<file path="src/rtl/alu_cmd_driver_pkg.sv">
// Shared types for the ALU command driver: command record, FSM states
// and opcode field widths.
package alu_cmd_driver_pkg;

    localparam int A_OP_W = 3;
    localparam int B_OP_W = 2;

    // Operand width carried in the buffered command record. The driver's
    // IN_WIDTH is expected to match this value; widen it here to support
    // wider operands.
    localparam int CMD_IN_W = 5;

    typedef struct packed {
        logic signed [CMD_IN_W-1:0] a;
        logic signed [CMD_IN_W-1:0] b;
        logic                       a_en;
        logic                       b_en;
        logic [A_OP_W-1:0]          a_op;
        logic [B_OP_W-1:0]          b_op;
    } alu_cmd_t;

    typedef enum logic [1:0] {
        ST_IDLE  = 2'd0,
        ST_ISSUE = 2'd1,
        ST_WAIT  = 2'd2,
        ST_HOLD  = 2'd3
    } drv_state_e;

endpackage

</file>
<file path="src/rtl/alu_cmd_fifo.sv">
// Synchronous command FIFO. Pointers carry one extra wrap bit so that
// full and empty are distinguished without a separate counter.
module alu_cmd_fifo
    import alu_cmd_driver_pkg::*;
#(
    parameter int DEPTH = 4
) (
    input  logic     clk,
    input  logic     rst,
    input  logic     push,
    input  logic     pop,
    input  alu_cmd_t din,
    output alu_cmd_t head,
    output logic     full,
    output logic     empty
);

    localparam int PW = $clog2(DEPTH);

    alu_cmd_t       mem [DEPTH];
    logic [PW:0]    wr_ptr;
    logic [PW:0]    rd_ptr;

    assign empty = (wr_ptr == rd_ptr);
    assign full  = (wr_ptr[PW] != rd_ptr[PW]) && (wr_ptr[PW-1:0] == rd_ptr[PW-1:0]);
    assign head  = mem[rd_ptr[PW-1:0]];

    // Pointer update; a push is refused when full, a pop when empty.
    always_ff @(posedge clk) begin
        if (rst) begin
            wr_ptr <= '0;
            rd_ptr <= '0;
        end else begin
            if (push && !full) begin
                wr_ptr <= wr_ptr + (PW+1)'(1);
            end
            if (pop && !empty) begin
                rd_ptr <= rd_ptr + (PW+1)'(1);
            end
        end
    end

    // Storage write; contents need no reset because empty gates every read.
    always_ff @(posedge clk) begin
        if (push && !full) begin
            mem[wr_ptr[PW-1:0]] <= din;
        end
    end

endmodule

</file>
<file path="src/rtl/alu_cmd_driver.sv">
// Initiator side of the ALU operand/opcode interface. Commands are buffered,
// issued one at a time as a single-cycle ALU_en pulse, and the result is
// captured after a fixed ALU latency and returned on a valid/ready stream.
//
// Handshakes: a transfer happens on a rising edge where valid and ready are
// both high; valid, once raised, holds its payload stable until that edge.
//
// Optional feature macro: ALU_CMD_DRIVER_BYPASS_EN -- an idle driver with an
// empty FIFO issues an accepted command on the accept edge itself.
module alu_cmd_driver
    import alu_cmd_driver_pkg::*;
#(
    parameter int IN_WIDTH    = 5,
    parameter int OUT_WIDTH   = 6,
    parameter int FIFO_DEPTH  = 4,
    parameter int ALU_LATENCY = 1
) (
    input  logic                        clk,
    input  logic                        rst,
    input  logic                        cmd_valid,
    output logic                        cmd_ready,
    input  logic signed [IN_WIDTH-1:0]  cmd_a,
    input  logic signed [IN_WIDTH-1:0]  cmd_b,
    input  logic                        cmd_a_en,
    input  logic                        cmd_b_en,
    input  logic [A_OP_W-1:0]           cmd_a_op,
    input  logic [B_OP_W-1:0]           cmd_b_op,
    output logic signed [IN_WIDTH-1:0]  A,
    output logic signed [IN_WIDTH-1:0]  B,
    output logic                        a_en,
    output logic                        b_en,
    output logic [A_OP_W-1:0]           a_op,
    output logic [B_OP_W-1:0]           b_op,
    output logic                        ALU_en,
    input  logic [OUT_WIDTH-1:0]        C,
    output logic                        rsp_valid,
    input  logic                        rsp_ready,
    output logic [OUT_WIDTH-1:0]        rsp_c,
    output logic                        busy
);

    localparam int CNT_W = (ALU_LATENCY > 1) ? $clog2(ALU_LATENCY) : 1;

    drv_state_e          state_q, state_d;
    logic [CNT_W-1:0]    cnt_q, cnt_d;
    alu_cmd_t            cmd_in, head, op_q;
    logic                fifo_full, fifo_empty;
    logic                cmd_fire, fifo_push, fifo_pop;
    logic                load_head, load_bypass, capture;
    logic                alu_en_q, rsp_valid_q;
    logic [OUT_WIDTH-1:0] rsp_c_q;

    assign cmd_ready = !fifo_full && !rst;
    assign cmd_fire  = cmd_valid && cmd_ready;
    assign busy      = !fifo_empty || (state_q != ST_IDLE);

    // Pack the incoming command fields into the buffered record.
    always_comb begin
        cmd_in      = '0;
        cmd_in.a    = CMD_IN_W'(cmd_a);
        cmd_in.b    = CMD_IN_W'(cmd_b);
        cmd_in.a_en = cmd_a_en;
        cmd_in.b_en = cmd_b_en;
        cmd_in.a_op = cmd_a_op;
        cmd_in.b_op = cmd_b_op;
    end

    alu_cmd_fifo #(
        .DEPTH (FIFO_DEPTH)
    ) u_fifo (
        .clk   (clk),
        .rst   (rst),
        .push  (fifo_push),
        .pop   (fifo_pop),
        .din   (cmd_in),
        .head  (head),
        .full  (fifo_full),
        .empty (fifo_empty)
    );

    // Next-state, latency counter and datapath strobes.
    always_comb begin
        state_d     = state_q;
        cnt_d       = cnt_q;
        fifo_push   = cmd_fire;
        fifo_pop    = 1'b0;
        load_head   = 1'b0;
        load_bypass = 1'b0;
        capture     = 1'b0;
        case (state_q)
            ST_IDLE: begin
                if (!fifo_empty) begin
                    fifo_pop  = 1'b1;
                    load_head = 1'b1;
                    state_d   = ST_ISSUE;
                end
`ifdef ALU_CMD_DRIVER_BYPASS_EN
                else if (cmd_fire) begin
                    fifo_push   = 1'b0;
                    load_bypass = 1'b1;
                    state_d     = ST_ISSUE;
                end
`endif
            end
            ST_ISSUE: begin
                cnt_d   = CNT_W'(ALU_LATENCY - 1);
                state_d = ST_WAIT;
            end
            ST_WAIT: begin
                if (cnt_q == '0) begin
                    capture = 1'b1;
                    state_d = ST_HOLD;
                end else begin
                    cnt_d = cnt_q - CNT_W'(1);
                end
            end
            ST_HOLD: begin
                if (rsp_ready) begin
                    if (!fifo_empty) begin
                        fifo_pop  = 1'b1;
                        load_head = 1'b1;
                        state_d   = ST_ISSUE;
                    end else begin
                        state_d = ST_IDLE;
                    end
                end
            end
            default: state_d = ST_IDLE;
        endcase
    end

    // State register and registered ALU / response outputs.
    always_ff @(posedge clk) begin
        if (rst) begin
            state_q     <= ST_IDLE;
            cnt_q       <= '0;
            op_q        <= '0;
            alu_en_q    <= 1'b0;
            rsp_valid_q <= 1'b0;
            rsp_c_q     <= '0;
        end else begin
            state_q  <= state_d;
            cnt_q    <= cnt_d;
            alu_en_q <= load_head || load_bypass;
            if (load_head) begin
                op_q <= head;
            end else if (load_bypass) begin
                op_q <= cmd_in;
            end
            if (capture) begin
                rsp_c_q     <= C;
                rsp_valid_q <= 1'b1;
            end else if (rsp_valid_q && rsp_ready) begin
                rsp_valid_q <= 1'b0;
            end
        end
    end

    assign A         = IN_WIDTH'(op_q.a);
    assign B         = IN_WIDTH'(op_q.b);
    assign a_en      = op_q.a_en;
    assign b_en      = op_q.b_en;
    assign a_op      = op_q.a_op;
    assign b_op      = op_q.b_op;
    assign ALU_en    = alu_en_q;
    assign rsp_valid = rsp_valid_q;
    assign rsp_c     = rsp_c_q;

endmodule

</file>
<file path="config.mk">
export PLATFORM = sky130hd
export DESIGN_NAME = alu_cmd_driver
export DESIGN_NICKNAME = d
export VERILOG_FILES = /design/src/rtl/alu_cmd_driver_pkg.sv /design/src/rtl/alu_cmd_fifo.sv /design/src/rtl/alu_cmd_driver.sv
export SDC_FILE = /design/constraint.sdc
export NUM_CORES = 1
export LEC_CHECK = 0
export ABC_AREA = 0
export BUFFER_PORTS_ARGS = -buffer_cell sky130_fd_sc_hd__buf_4
export CAP_MARGIN = 5
export CORE_MARGIN = 2
export CORE_UTILIZATION = 60
export CTS_CLUSTER_DIAMETER = 80
export DETAILED_ROUTE_END_ITERATION = 8
export PLACE_DENSITY = 0.83
export SYNTH_ARGS = -nofsm -noshare
export SYNTH_HDL_FRONTEND = slang
export SYNTH_SLANG_ARGS = --single-unit
</file>
<file path="constraint.sdc">
create_clock -name clk -period 5.35 [get_ports clk]
set_input_delay 1.07 -clock clk [delete_from_list [all_inputs] [get_ports clk]]
set_output_delay 1.07 -clock clk [all_outputs]
set_load 0.02 [all_outputs]
</file>
==> key figures <==
Clock tree
  – Root Buffer: clkbuf_8
  – TritonCTS buffer count: 9
  – Clock Latency Late Sink: 0.36 ns
  – Clock slew seen by the registers of the worst setup and hold paths: 0.09 ns
  – Post-CTS Hold Buffers: 0
  – Post-CTS sizing: 0
  – H-tree levels: 3
  – CTS tree: done
  – Post-CTS setup buffers: 0
  – Clock sink count: 101
  – Maximum clock insertion buffer count: 2

Worst hold path
  – WHS Endpoint: rsp_c[4]
  – Hold path cells: 2
  – Beginning of the worst hold path: rsp_c[4]
  – Worst hold path class: reg -> reg

Worst setup path
  – Critical path peak fanout: 20
  – Crit. End Element: primary output
  – Reg2reg start: u_fifo.rd_ptr[1]
  – Required time of the critical path: 4.28 ns
  – Worst r2r dst: u_fifo.mem[0][11]
  – Crit path kind: reg -> out
  – Setup crit start kind: register
  – R2R setup slack: 2.42 ns
  – R2r worst-path depth: 3
  – CP arrival: 2.28 ns

Floorplanning
  – Core Area: 6390 sq um
  – Die area: 7280 sq um
  – Starting Density: 0.621
  – I/O pins: 54
  – Die Wd: 85.3 um
  – Rows: 29
  – Die height: 85.3 um

Global routing
  – Largest net degree at the start of global routing: 37
  – Initial antenna violation count: 0
  – GRT Util Overall: 0.193
  – Grt total ovfl: 0
  – First-pass GRT wire length: 10.4 mm
  – Vias in the first global route: 2117

Placement
  – Placed insts: 356
  – GP Congestion: 0.826
  – PortBufs: 53
  – HPWL after detailed placement: 4.02 mm

Route
  – Via count: 2093
  – Drt total wl: 6.51 mm
  – Routed wl met3: 352 um
  – Post-Route M1 WL: 2.79 mm
  – Drt wl/cell: 17.5 um
  – DR top layer: met4
  – DR vias/cell: 5.63
  – Initial DRC count: 120
  – Post-route antenna net violation count: 0
  – DRC: 0
  – Met2 wire length: 3.24 mm
  – Drt pass-1 iters: 4

STA
  – Fmax: 298 MHz
  – Unrepaired setup endpoints after global routing: false
  – Accumulated negative setup slack: 0 ns
  – Final min period: 3.35 ns
  – Worst slew margin: 0.322
  – Final worst path period share: 0.626
  – # setup viols final: 0
  – Pins over their slew limit: 0
  – Max Clock Skew: 0.00765 ns
  – Final Hold Viols: 0
  – Worst slew pin tran: 1.02 ns

Status
  – Status: finished, final reports clean

Pwr
  – P per Cell Area: 480 nW/um^2
  – Leakage: 1.72 nW
  – Int Pwr: 1.58 mW
  – Sw Share: 0.295
  – Sequential power share: 0.437
  – Clock power frac: 0.257
  – Sw Pwr: 0.660 mW
  – Combinational share of power: 0.306
  – VDD IR max: 0.339 mV

Final layout
  – Ant. Diodes: 0
  – Layout cells sized above 1: 0.302
  – Area of the multi-input gates: 1160 sq um
  – Final Non-Filler Cells: 372
  – Synth-to-Final Area Change: 17.5%
  – Most frequent cells in the layout: edfxtp_1, buf_4, dfxtp_1, nor2_1, mux2i_1
  – Register area: 2700 sq um
  – Most common cell after layout, fill and taps aside: edfxtp_1
  – Post-layout nets: 326
  – Fill cells: 398
  – Final core occ: 0.730

Synth
  – Synth area leaders: edfxtp_1, dfxtp_1, mux2i_1, mux4_2, mux4_1
  – Mean Syn Cell Area: 17.0 sq um
  – Share of the synthesized area in the top cell type: 0.515
  – Syn nets: 270
  – Yosys reg bits: 101
  – Post-synth top flop: edfxtp_1
  – Register area share after synthesis: 0.681
  – Synth warnings: 0
  – Mapped cell area: 3970 sq um
  – Yosys cell types: 33
  – Synth area leader: edfxtp_1
  – Mapped Cells: 234
  – Ys async rst share: 0
  – Post-synth EDFFs: 68

Run
  – Max Cap Viol: 0
-- cell usage after synthesis, types with 2 or more instances --
library cell / number
nor2b_1: 2
nor2_1: 31
xnor2_1: 3
and3_1: 3
mux4_1: 7
dfxtp_1: 33
clkbuf_4: 2
mux4_2: 10
mux2i_1: 26
edfxtp_1: 68
buf_6: 3
a21oi_1: 6
ha_1: 9
clkbuf_1: 5
inv_1: 8
-- worst max-delay path by stage --
stage	startpoint	to	slack, ns	cells after the start
floorplan	cmd_valid	u_fifo.mem[3][0]	2.39	3
global placement	rst	cmd_ready	2.44	3
detailed placement	rst	cmd_ready	2.43	3
CTS	u_fifo.rd_ptr[1]	cmd_ready	2.01	3
global route	u_fifo.rd_ptr[1]	cmd_ready	1.90	3
finish	u_fifo.rd_ptr[1]	cmd_ready	2.00	3
-- sequential cells by signal, indices dropped and copies added, names as in the netlist --
name / flops
ALU_en: 1
a_en: 1
rsp_c: 6
B: 5
u_fifo.rd_ptr: 3
b_en: 1
u_fifo.wr_ptr: 3
state_q: 2
A: 5
b_op: 2
rsp_valid: 1
a_op: 3
u_fifo.mem: 68
-- metrics by stage --
stage | hold slack [ns] | total power [mW] | worst slack (ns) | area [sq um]
floorplan | 0.494 | 1.51 | 2.39 | 3970
global placement | 0.475 | 1.66 | 2.44 | 4410
detailed placement | 0.485 | 1.69 | 2.43 | 4410
CTS | 0.506 | 2.26 | 2.01 | 4660
global route | 0.532 | 2.34 | 1.90 | 4660
finish | 0.497 | 2.24 | 2.00 | 4660
-- cell families after synthesis --
| family | share of synthesized area |
|---|---|
| and+or+nand+nor | 0.0470 |
| buffers and inverters | 0.0265 |
| adders and majority gates | 0.0284 |
| AOI/OAI and AO/OA | 0.0281 |
| muxes | 0.169 |
| DFF | 0.681 |
| xor gates and xnor gates | 0.0199 |
-- power groups by stage --
stage                     Combinational (mW)  Clock (mW)  Sequential [mW]
after global routing                   0.738       0.610            0.987
after detailed placement               0.693           0            0.995
final                                  0.685       0.575            0.976
after CTS                              0.697       0.582            0.978
after floorplan                        0.468           0             1.04
after global placement                 0.674           0            0.990
-- cell type report --
class / instances / area share
sequential: 101 / 0.580
timing repair buffer: 56 / 0.0902
clock buffer: 10 / 0.0295
inverter: 8 / 0.00644
clock inverter: 6 / 0.0234
tap: 77 / 0.0207
multi-input combinational: 114 / 0.250
-- worst max-delay path, stage by stage, from the launching register on --
cell	delay, ns
dfxtp_1	1.00
xnor2_2	0.30
a31oi_1	0.41
buf_4	0.21
-- metal layers --
metal  GRT usage  vias up
met2       0.317       65
met1       0.246     1021
li1            -      996
met4      0.0837        0
met3      0.0486       11
met5           0        -
(Power assumes the default switching activity.)
